File: src/rtl/instr_fetch_sequencer_if.sv
// Instruction memory read bus between the fetch sequencer and instruction memory.
// Latency: none (wires only); the master holds mem_req/mem_addr until mem_ack.
// Backpressure: memory stalls a fetch by withholding mem_ack.
// Signals: mem_req/mem_addr (master->slave), mem_ack/mem_rdata (slave->master).
interface instr_fetch_sequencer_if #(
  parameter int ADDR_W = 8
);
  logic              mem_req;
  logic [ADDR_W-1:0] mem_addr;
  logic              mem_ack;
  logic [15:0]       mem_rdata;

  modport master (
    output mem_req,
    output mem_addr,
    input  mem_ack,
    input  mem_rdata
  );

  modport slave (
    input  mem_req,
    input  mem_addr,
    output mem_ack,
    output mem_rdata
  );
endinterface

File: src/rtl/instr_fetch_sequencer.sv
// Fetch sequencer: reads an instruction, loads the IR, pulses run low and waits for done.
// Latency: mem_ack cycle -> LOAD (ir_load) -> EXEC (run low), i.e. two cycles fetch-to-run.
// Backpressure: FETCH stalls on mem_ack (ERROR after ACK_TIMEOUT cycles); WAIT stalls on done.
// Ports: clk, reset (sync active-high), start/start_addr, mem (bus master modport),
//        ir_data/ir_load, run (active-low pulse), done, pc, instr_count, halted, err.
// Optional: define SINGLE_STEP_EN to add input step and a PAUSE state after each instruction.
module instr_fetch_sequencer #(
  parameter int ADDR_W      = 8,
  parameter int ACK_TIMEOUT = 15
) (
  input  logic                    clk,
  input  logic                    reset,
  input  logic                    start,
  input  logic [ADDR_W-1:0]       start_addr,
  instr_fetch_sequencer_if.master mem,
  output logic [15:0]             ir_data,
  output logic                    ir_load,
  output logic                    run,
  input  logic                    done,
  output logic [ADDR_W-1:0]       pc,
  output logic [15:0]             instr_count,
  output logic                    halted,
  output logic                    err
`ifdef SINGLE_STEP_EN
  ,
  input  logic                    step
`endif
);

  localparam int TMO_W = $clog2(ACK_TIMEOUT + 1);

  typedef enum logic [2:0] {
    S_IDLE,
    S_FETCH,
    S_LOAD,
    S_EXEC,
    S_WAIT,
    S_HALT,
    S_ERROR
`ifdef SINGLE_STEP_EN
    ,
    S_PAUSE
`endif
  } state_t;

  state_t            state;
  logic [TMO_W-1:0]  tmo;
  logic              mem_req_q;

  assign mem.mem_req  = mem_req_q;
  assign mem.mem_addr = pc;

  always_ff @(posedge clk) begin
    if (reset) begin
      state       <= S_IDLE;
      pc          <= '0;
      ir_data     <= '0;
      instr_count <= '0;
      tmo         <= '0;
      mem_req_q   <= 1'b0;
      ir_load     <= 1'b0;
      run         <= 1'b1;
      halted      <= 1'b0;
      err         <= 1'b0;
    end else begin
      // ir_load and run are single-cycle strobes; only the entering transition sets them.
      ir_load <= 1'b0;
      run     <= 1'b1;
      case (state)
        S_IDLE, S_HALT, S_ERROR: begin
          if (start) begin
            pc          <= start_addr;
            instr_count <= '0;
            tmo         <= '0;
            halted      <= 1'b0;
            err         <= 1'b0;
            mem_req_q   <= 1'b1;
            state       <= S_FETCH;
          end
        end
        S_FETCH: begin
          // An ack arriving on the final allowed cycle still wins over the timeout.
          if (mem.mem_ack) begin
            ir_data   <= mem.mem_rdata;
            tmo       <= '0;
            mem_req_q <= 1'b0;
            ir_load   <= 1'b1;
            state     <= S_LOAD;
          end else if (tmo == TMO_W'(ACK_TIMEOUT - 1)) begin
            tmo       <= tmo + 1'b1;
            mem_req_q <= 1'b0;
            err       <= 1'b1;
            state     <= S_ERROR;
          end else begin
            tmo <= tmo + 1'b1;
          end
        end
        S_LOAD: begin
          // All-ones instruction word is the halt marker; the control unit is never started.
          if (ir_data == 16'hFFFF) begin
            halted <= 1'b1;
            state  <= S_HALT;
          end else begin
            run   <= 1'b0;
            state <= S_EXEC;
          end
        end
        S_EXEC: begin
          state <= S_WAIT;
        end
        S_WAIT: begin
          if (done) begin
            pc <= pc + 1'b1;
            if (instr_count != 16'hFFFF) begin
              instr_count <= instr_count + 16'd1;
            end
`ifdef SINGLE_STEP_EN
            state <= S_PAUSE;
`else
            mem_req_q <= 1'b1;
            state     <= S_FETCH;
`endif
          end
        end
`ifdef SINGLE_STEP_EN
        S_PAUSE: begin
          if (step) begin
            mem_req_q <= 1'b1;
            state     <= S_FETCH;
          end
        end
`endif
        default: begin
          state <= S_IDLE;
        end
      endcase
    end
  end

endmodule

File: src/flat_wrapper.sv
// flat-port wrapper written by rule: the top's interface ports become plain ports
module instr_fetch_sequencer_flat 
#(
  parameter int ADDR_W      = 8,
  parameter int ACK_TIMEOUT = 15
)
  (clk, reset, start, start_addr, ir_data, ir_load, run, done, pc, instr_count, halted, err, mem_mem_req, mem_mem_addr, mem_mem_ack, mem_mem_rdata);
  instr_fetch_sequencer_if #(.ADDR_W(ADDR_W)) mem_i ();
  input  logic clk;
  input  logic reset;
  input  logic start;
  input  logic [ADDR_W-1:0] start_addr;
  output logic [15:0] ir_data;
  output logic ir_load;
  output logic run;
  input  logic done;
  output logic [ADDR_W-1:0] pc;
  output logic [15:0] instr_count;
  output logic halted;
  output logic err;
  output wire logic [$bits(mem_i.mem_req)-1:0] mem_mem_req;
  output wire logic [$bits(mem_i.mem_addr)-1:0] mem_mem_addr;
  input wire logic [$bits(mem_i.mem_ack)-1:0] mem_mem_ack;
  input wire logic [$bits(mem_i.mem_rdata)-1:0] mem_mem_rdata;
  assign mem_mem_req = mem_i.mem_req;
  assign mem_mem_addr = mem_i.mem_addr;
  assign mem_i.mem_ack = mem_mem_ack;
  assign mem_i.mem_rdata = mem_mem_rdata;
  instr_fetch_sequencer #(.ADDR_W(ADDR_W), .ACK_TIMEOUT(ACK_TIMEOUT)) u_core (.clk(clk), .reset(reset), .start(start), .start_addr(start_addr), .mem(mem_i), .ir_data(ir_data), .ir_load(ir_load), .run(run), .done(done), .pc(pc), .instr_count(instr_count), .halted(halted), .err(err));
endmodule
File: config.mk
export PLATFORM = sky130hd
export DESIGN_NAME = instr_fetch_sequencer_flat
export DESIGN_NICKNAME = d
export VERILOG_FILES = /design/src/rtl/instr_fetch_sequencer_if.sv /design/src/rtl/instr_fetch_sequencer.sv /design/src/flat_wrapper.sv
export SDC_FILE = /design/constraint.sdc
export NUM_CORES = 1
export LEC_CHECK = 0
export CORE_UTILIZATION = 40
export CTS_CLUSTER_DIAMETER = 80
export DETAILED_ROUTE_END_ITERATION = 16
export PLACE_DENSITY = 0.69
export SLEW_MARGIN = 25
export SYNTH_ARGS = -nofsm -noshare
export SYNTH_HDL_FRONTEND = slang
export SYNTH_SLANG_ARGS = --single-unit
File: constraint.sdc
create_clock -name clk -period 2.2 [get_ports clk]
set_clock_uncertainty 0.05 [all_clocks]
set_input_delay 0.44 -clock clk [delete_from_list [all_inputs] [get_ports clk]]
set_output_delay 0.44 -clock clk [all_outputs]
set_load 0.01 [all_outputs]
==> results of run 1 <==
-- final cells by class --
class                           count  area, µm²
Clock buffer                        6       72.6
Multi-Input combinational cell    253       1540
Fill cell                         637       2910
Sequential cell                    52       1040
Tap cell                           80        100
Timing Repair Buffer              109       1020
Clock inverter                      2       35.0
Inverter                           11       41.3
-- power by group --
group | internal (W) | leakage, nW | switching (W)
sequential | 0.000989 | 0.422 | 0.0000633
combinational | 0.000251 | 0.844 | 0.000217
clock | 0.000338 | 0.0552 | 0.000317
total | 0.00158 | 1.32 | 0.000597
-- synth_stat cells, types with 4 or more instances --
| master | n | share of area |
|---|---|---|
| nand4_1 | 14 | 0.032 |
| o21ai_0 | 17 | 0.031 |
| dfxtp_1 | 52 | 0.37 |
| o211ai_1 | 9 | 0.024 |
| nor4_1 | 4 | 0.0090 |
| a311oi_1 | 4 | 0.013 |
| inv_1 | 11 | 0.015 |
| or3_1 | 5 | 0.011 |
| clkbuf_1 | 14 | 0.019 |
| nor2_1 | 9 | 0.012 |
| ha_1 | 4 | 0.018 |
| nand2_1 | 59 | 0.080 |
| or4_1 | 6 | 0.016 |
| nand2b_1 | 6 | 0.014 |
| a21oi_1 | 34 | 0.061 |
| nor3_1 | 6 | 0.011 |
| buf_4 | 8 | 0.022 |
| a31oi_1 | 6 | 0.014 |
| and2_1 | 8 | 0.018 |
| a211oi_1 | 6 | 0.016 |
| buf_2 | 9 | 0.016 |
| nand3_1 | 10 | 0.018 |
-- critical path, stage by stage, from the launching register on --
cell	delay, ns
dfxtp_1	0.37
ha_1	0.28
and4_4	0.29
or3b_4	0.42
or4_1	0.48
o211ai_1	0.11
-- stage by stage --
step                      hold WS (ns)  setup slack, ns  instance area (µm²)  TNS, ns
after floorplan                  0.424            0.183                 2780        0
after global placement           0.409          0.00626                 3740        0
after detailed placement         0.415          -0.0239                 3740   -0.124
after CTS                        0.427            0.169                 3850        0
after global routing             0.459           0.0844                 3850        0
final                            0.425            0.132                 3850        0
-- logic make-up after synthesis --
logic type | Yosys count | synth area share
AO/OA/AOI/OAI | 100 | 0.234
buffers and inverters | 43 | 0.0734
multiplexers | 3 | 0.0108
flip-flops | 52 | 0.374
adder cells (fa/ha/maj) | 4 | 0.0180
AND/OR/NAND/NOR | 145 | 0.286
XOR/XNOR | 1 | 0.00315
-- layer usage --
layer / global-route usage / vias to the layer above / share of wire
met4: 0.0667 / 0 / 0.0089
met2: 0.345 / 95 / 0.48
met1: 0.255 / 1334 / 0.45
met5: 0 / - / 0
li1: - / 1439 / -
met3: 0.0428 / 7 / 0.058
-- worst max path at each step --
stage,end,depth (start not counted),from
finish,u_core.instr_count[12],5,u_core.instr_count[0]
global route,u_core.mem.mem_addr[1],6,start
CTS,u_core.instr_count[12],5,u_core.instr_count[0]
detailed placement,u_core.instr_count[7],7,start
global placement,u_core.instr_count[4],6,reset
floorplan,u_core.instr_count[12],5,u_core.instr_count[0]
-- sequential cells by signal (all words and copies together), names as in the netlist --
signal,count
u_core.err,1
u_core.halted,1
u_core.instr_count,16
u_core.ir_data,16
u_core.ir_load,1
u_core.mem.mem_addr,8
u_core.mem.mem_req,1
u_core.run,1
u_core.state,3
u_core.tmo,4
==> qor.yml, run 1 <==
status:
  status: "finished, final reports clean"
setup_path:
  r2r-end: "u_core.instr_count[12]"
  crit_path_start_kind: "flop"
  worst-setup-path-type: "reg2reg"
  regToRegStartpoint: "u_core.instr_count[0]"
  cp_data_required_time_ns: 2.37
  rrSetupSlack_ns: 0.13
  critical_path.endpoint_type: "flop"
  worst_ep_arrival_time_ns: 2.24
  r2r_cells: 5
  path_max_fanout: 6
synth:
  mappedNetlistNets: 381
  ys_ff_latch: 52
  post_synth_inst_count: 348
  syn_area_per_cell_um2: 7.99
  seq_area_frac_synth: 0.374
  yosys.cell_types.count: 54
  ys_warn_count: 0
  synth_enable_flop_cells: 0
  syn_area_um2: 2780
  most_used_flip_flop_cell_after_synthesis: "dfxtp_1"
  synth_async_sr_flop_share: 0
timing:
  setup-violations-final: 0
  final-hold-violation-count: 0
  rsz0062_at_grt: "no"
  maximum_clock_frequency_mhz: 484
  slew_headroom: 0.611
  final_period_minus_worst_setup_slack_ns: 2.07
  final_max_slew_viol_count: 0
  max_slew.worst_pin.slew_ns: 0.583
  layout_worst_path_cycle_share: 0.940
floorplan:
  i_o_pins: 82
  effective_utilization_at_floorplan: 0.411
  placement_rows: 30
  core_region_area_um2: 6760
  fp.dieW_um: 85.4
  fp.dieArea_um2: 7290
  dieHeight_um: 85.4
clock_tree:
  cts-hold-fix-buffers: 0
  latest_clock_arrival_within_the_worst_skew_pair_ns: 0.30
  cts_inserted_buffers: 5
  cts_tree: "done"
  cts.sink_count: 52
  max-clock-path-buffers: 2
  cts_post_setup_buffers_inserted: 0
  cts_resized: 0
  htree_levels: 2
  cts.root.buffer_cell: "clkbuf_8"
  clk_pin_slew_ns: 0.09
drt:
  average_wire_per_cell_in_the_routed_design_um: 14.4
  wl_um: 7390
  detailroute.via_count: 2875
  remaining_drc_errors: 0
  vias_per_std_cell: 5.60
  antenna_violating_nets_post_route: 0
  firstDrtPassIters: 4
  initialDrtViolationCount: 130
cells_and_area:
  most-common-layout-cells: "clkdlybuf4s50_1 (81), nand2_1 (59), dfxtp_1 (52)"
  most_common_library_cell_in_the_layout_ignoring_fill_and_taps: "clkdlybuf4s50_1"
  final_cell_count_no_fill: 513
  layout_cells_sized_above_1: 0.102
  layout-area-overhead-vs-synth_pct: 38.3
  final_util: 0.569
  num_antenna_cells: 0
  finalNetCount: 465
placed_design:
  numPortBuffers: 81
  detailedPlacementHpwl_um: 5250
  gp_weighted_congestion: 0.842
  dpl.cell_count: 505
worst_hold_path:
  worstHoldEndpoint: "u_core.ir_data[5]"
  min_from: "u_core.ir_data[5]"
  min_path_cells: 2
  hold_class: "reg2reg"
power_and_ir_drop:
  cellLeakagePower_nw: 1.32
  total_power_w: 0.00217
  vdd_ir_drop_max_mv: 0.327
  power_density_nw_per_um2: 565
grt:
  globalRoute.totalOverflow: 0
  grt_max_degree: 36
  grtUsageTotal: 0.202
  wire_length_of_the_first_global_routing_pass_um: 12000
  first_global_vias: 2634
  grt_antenna_before_repair: 0
job:
  max_cap_violations: 0
Note: power is estimated with default switching activity, not from simulation.
==> run 2: changes to the inputs <==
--- a/config.mk
+++ b/config.mk
@@ -8,6 +8,7 @@
 export CORE_UTILIZATION = 40
 export CTS_CLUSTER_DIAMETER = 80
 export DETAILED_ROUTE_END_ITERATION = 16
+export GPL_TIMING_DRIVEN = 0
 export PLACE_DENSITY = 0.69
 export SLEW_MARGIN = 25
 export SYNTH_ARGS = -nofsm -noshare
==> qor.yml, run 2 (synthesized netlist as in run 1, its figures left out) <==
status:
  status: "finished, final reports clean"
timing:
  setup-violations-final: 0
  final-hold-violation-count: 0
  final_worst_setup_slack_ns: 0.148
  final_period_minus_worst_setup_slack_ns: 2.05
  maximum_clock_frequency_mhz: 487
  rsz0062_at_grt: "no"
  final_max_slew_viol_count: 0
  layout_worst_path_cycle_share: 0.933
  max_slew.worst_pin.slew_ns: 0.531
  setup-tns-final_ns: 0
  slew_headroom: 0.643
clock_tree:
  cts_tree: "done"
  max-clock-path-buffers: 2
  cts-hold-fix-buffers: 0
  cts_inserted_buffers: 5
  cts.sink_count: 52
  cts.root.buffer_cell: "clkbuf_8"
  latest_clock_arrival_within_the_worst_skew_pair_ns: 0.32
  htree_levels: 2
  clk_pin_slew_ns: 0.10
grt:
  grtUsageTotal: 0.213
  wire_length_of_the_first_global_routing_pass_um: 12300
  globalRoute.totalOverflow: 0
  first_global_vias: 2579
  grt_antenna_before_repair: 0
  grt_max_degree: 18
setup_path:
  worst_ep_arrival_time_ns: 2.24
  worst-setup-path-type: "reg2reg"
  path_max_fanout: 6
  regToRegStartpoint: "u_core.instr_count[0]"
  crit_path_start_kind: "flop"
  critical_path.endpoint_type: "flop"
  cp_data_required_time_ns: 2.39
  rrSetupSlack_ns: 0.15
  r2r-end: "u_core.instr_count[10]"
  r2r_cells: 5
cells_and_area:
  num_antenna_cells: 0
  final_util: 0.559
  most-common-layout-cells: "clkdlybuf4s50_1 (79), nand2_1 (59), dfxtp_1 (50)"
  final_cell_count_no_fill: 515
  layout_cells_sized_above_1: 0.0920
  finalNetCount: 467
  layout-area-overhead-vs-synth_pct: 35.8
  most_common_library_cell_in_the_layout_ignoring_fill_and_taps: "clkdlybuf4s50_1"
  layout.filler_cells: 646
floorplan:
  core_region_area_um2: 6760
  fp.dieArea_um2: 7290
  fp.dieW_um: 85.4
  effective_utilization_at_floorplan: 0.411
  placement_rows: 30
  i_o_pins: 82
  dieHeight_um: 85.4
placed_design:
  dpl.cell_count: 507
  detailedPlacementHpwl_um: 5480
  gp_weighted_congestion: 0.895
  pre_cts_slack_ns: -0.218
  numPortBuffers: 79
worst_hold_path:
  worstHoldEndpoint: "u_core.ir_data[14]"
  hold_class: "reg2reg"
  min_from: "u_core.ir_data[14]"
  min_path_cells: 2
job:
  max_cap_violations: 0
drt:
  vias_per_std_cell: 5.61
  firstDrtPassIters: 5
  detailroute.via_count: 2889
  wl_um: 7400
  initialDrtViolationCount: 131
  average_wire_per_cell_in_the_routed_design_um: 14.4
  antenna_violating_nets_post_route: 0
  remaining_drc_errors: 0
power_and_ir_drop:
  vdd_ir_drop_max_mv: 0.324
  power_density_nw_per_um2: 554
  cellLeakagePower_nw: 1.26
==> run 2: timing repair <==
action,in CTS,in global routing
setup endpoints to repair,0,7
resized for setup,0,6
buffers inserted,0,0
==> run 2: worst max path at each step <==
stage / startpoint / endpoint / slack [ns] / cells past startpoint
detailed placement: done / u_core.instr_count[10] / -0.22 / 6
finish: u_core.instr_count[0] / u_core.instr_count[10] / 0.15 / 5
global route: u_core.state[1] / u_core.mem.mem_addr[6] / 0.02 / 5
global placement: done / u_core.instr_count[13] / -0.22 / 6
CTS: u_core.instr_count[1] / u_core.instr_count[10] / 0.02 / 5
floorplan: u_core.instr_count[0] / u_core.instr_count[12] / 0.18 / 5
==> run 2: worst max-delay path, stage by stage (launching register included) <==
cell      delay (ns)
dfxtp_2         0.40
ha_2            0.26
and4_4          0.26
or3b_4          0.42
or4_1           0.48
o211ai_1        0.10
==> run 2: report_power, final <==
group	switching [W]	internal (W)	leakage, nW
combinational	0.000238	0.000252	0.798
sequential	0.0000465	0.000989	0.423
clock	0.000342	0.000226	0.0404
==> run 2: per-layer routing <==
metal	track usage	vias to the layer above	share of wire
met5	0	-	0
met4	0.0803	0	0.014
met3	0.0418	11	0.058
met2	0.357	87	0.49
met1	0.270	1342	0.44
li1	-	1449	-
==> run 2: through the flow <==
stage	hold WS, ns	cell area [µm²]	power (W)
2_1_floorplan	0.424	2780	0.00132
6_report	0.423	3780	0.00209
3_5_place_dp	0.411	3670	0.00155
5_1_grt	0.450	3780	0.00222
4_1_cts	0.425	3760	0.00211
3_3_place_gp	0.408	3670	0.00154
==> run 2: cell type report <==
type / instances / area [µm²] / area share
multi-input cells: 253 / 1540 / 0.409
flip-flops and latches: 52 / 1040 / 0.276
repair buffers: 79 / 791 / 0.209
plain buffers: 32 / 164 / 0.0434
well taps: 80 / 100 / 0.0265
clock buffers: 5 / 68.8 / 0.0182
inverters: 11 / 41.3 / 0.0109
clock inverters: 3 / 23.8 / 0.00630
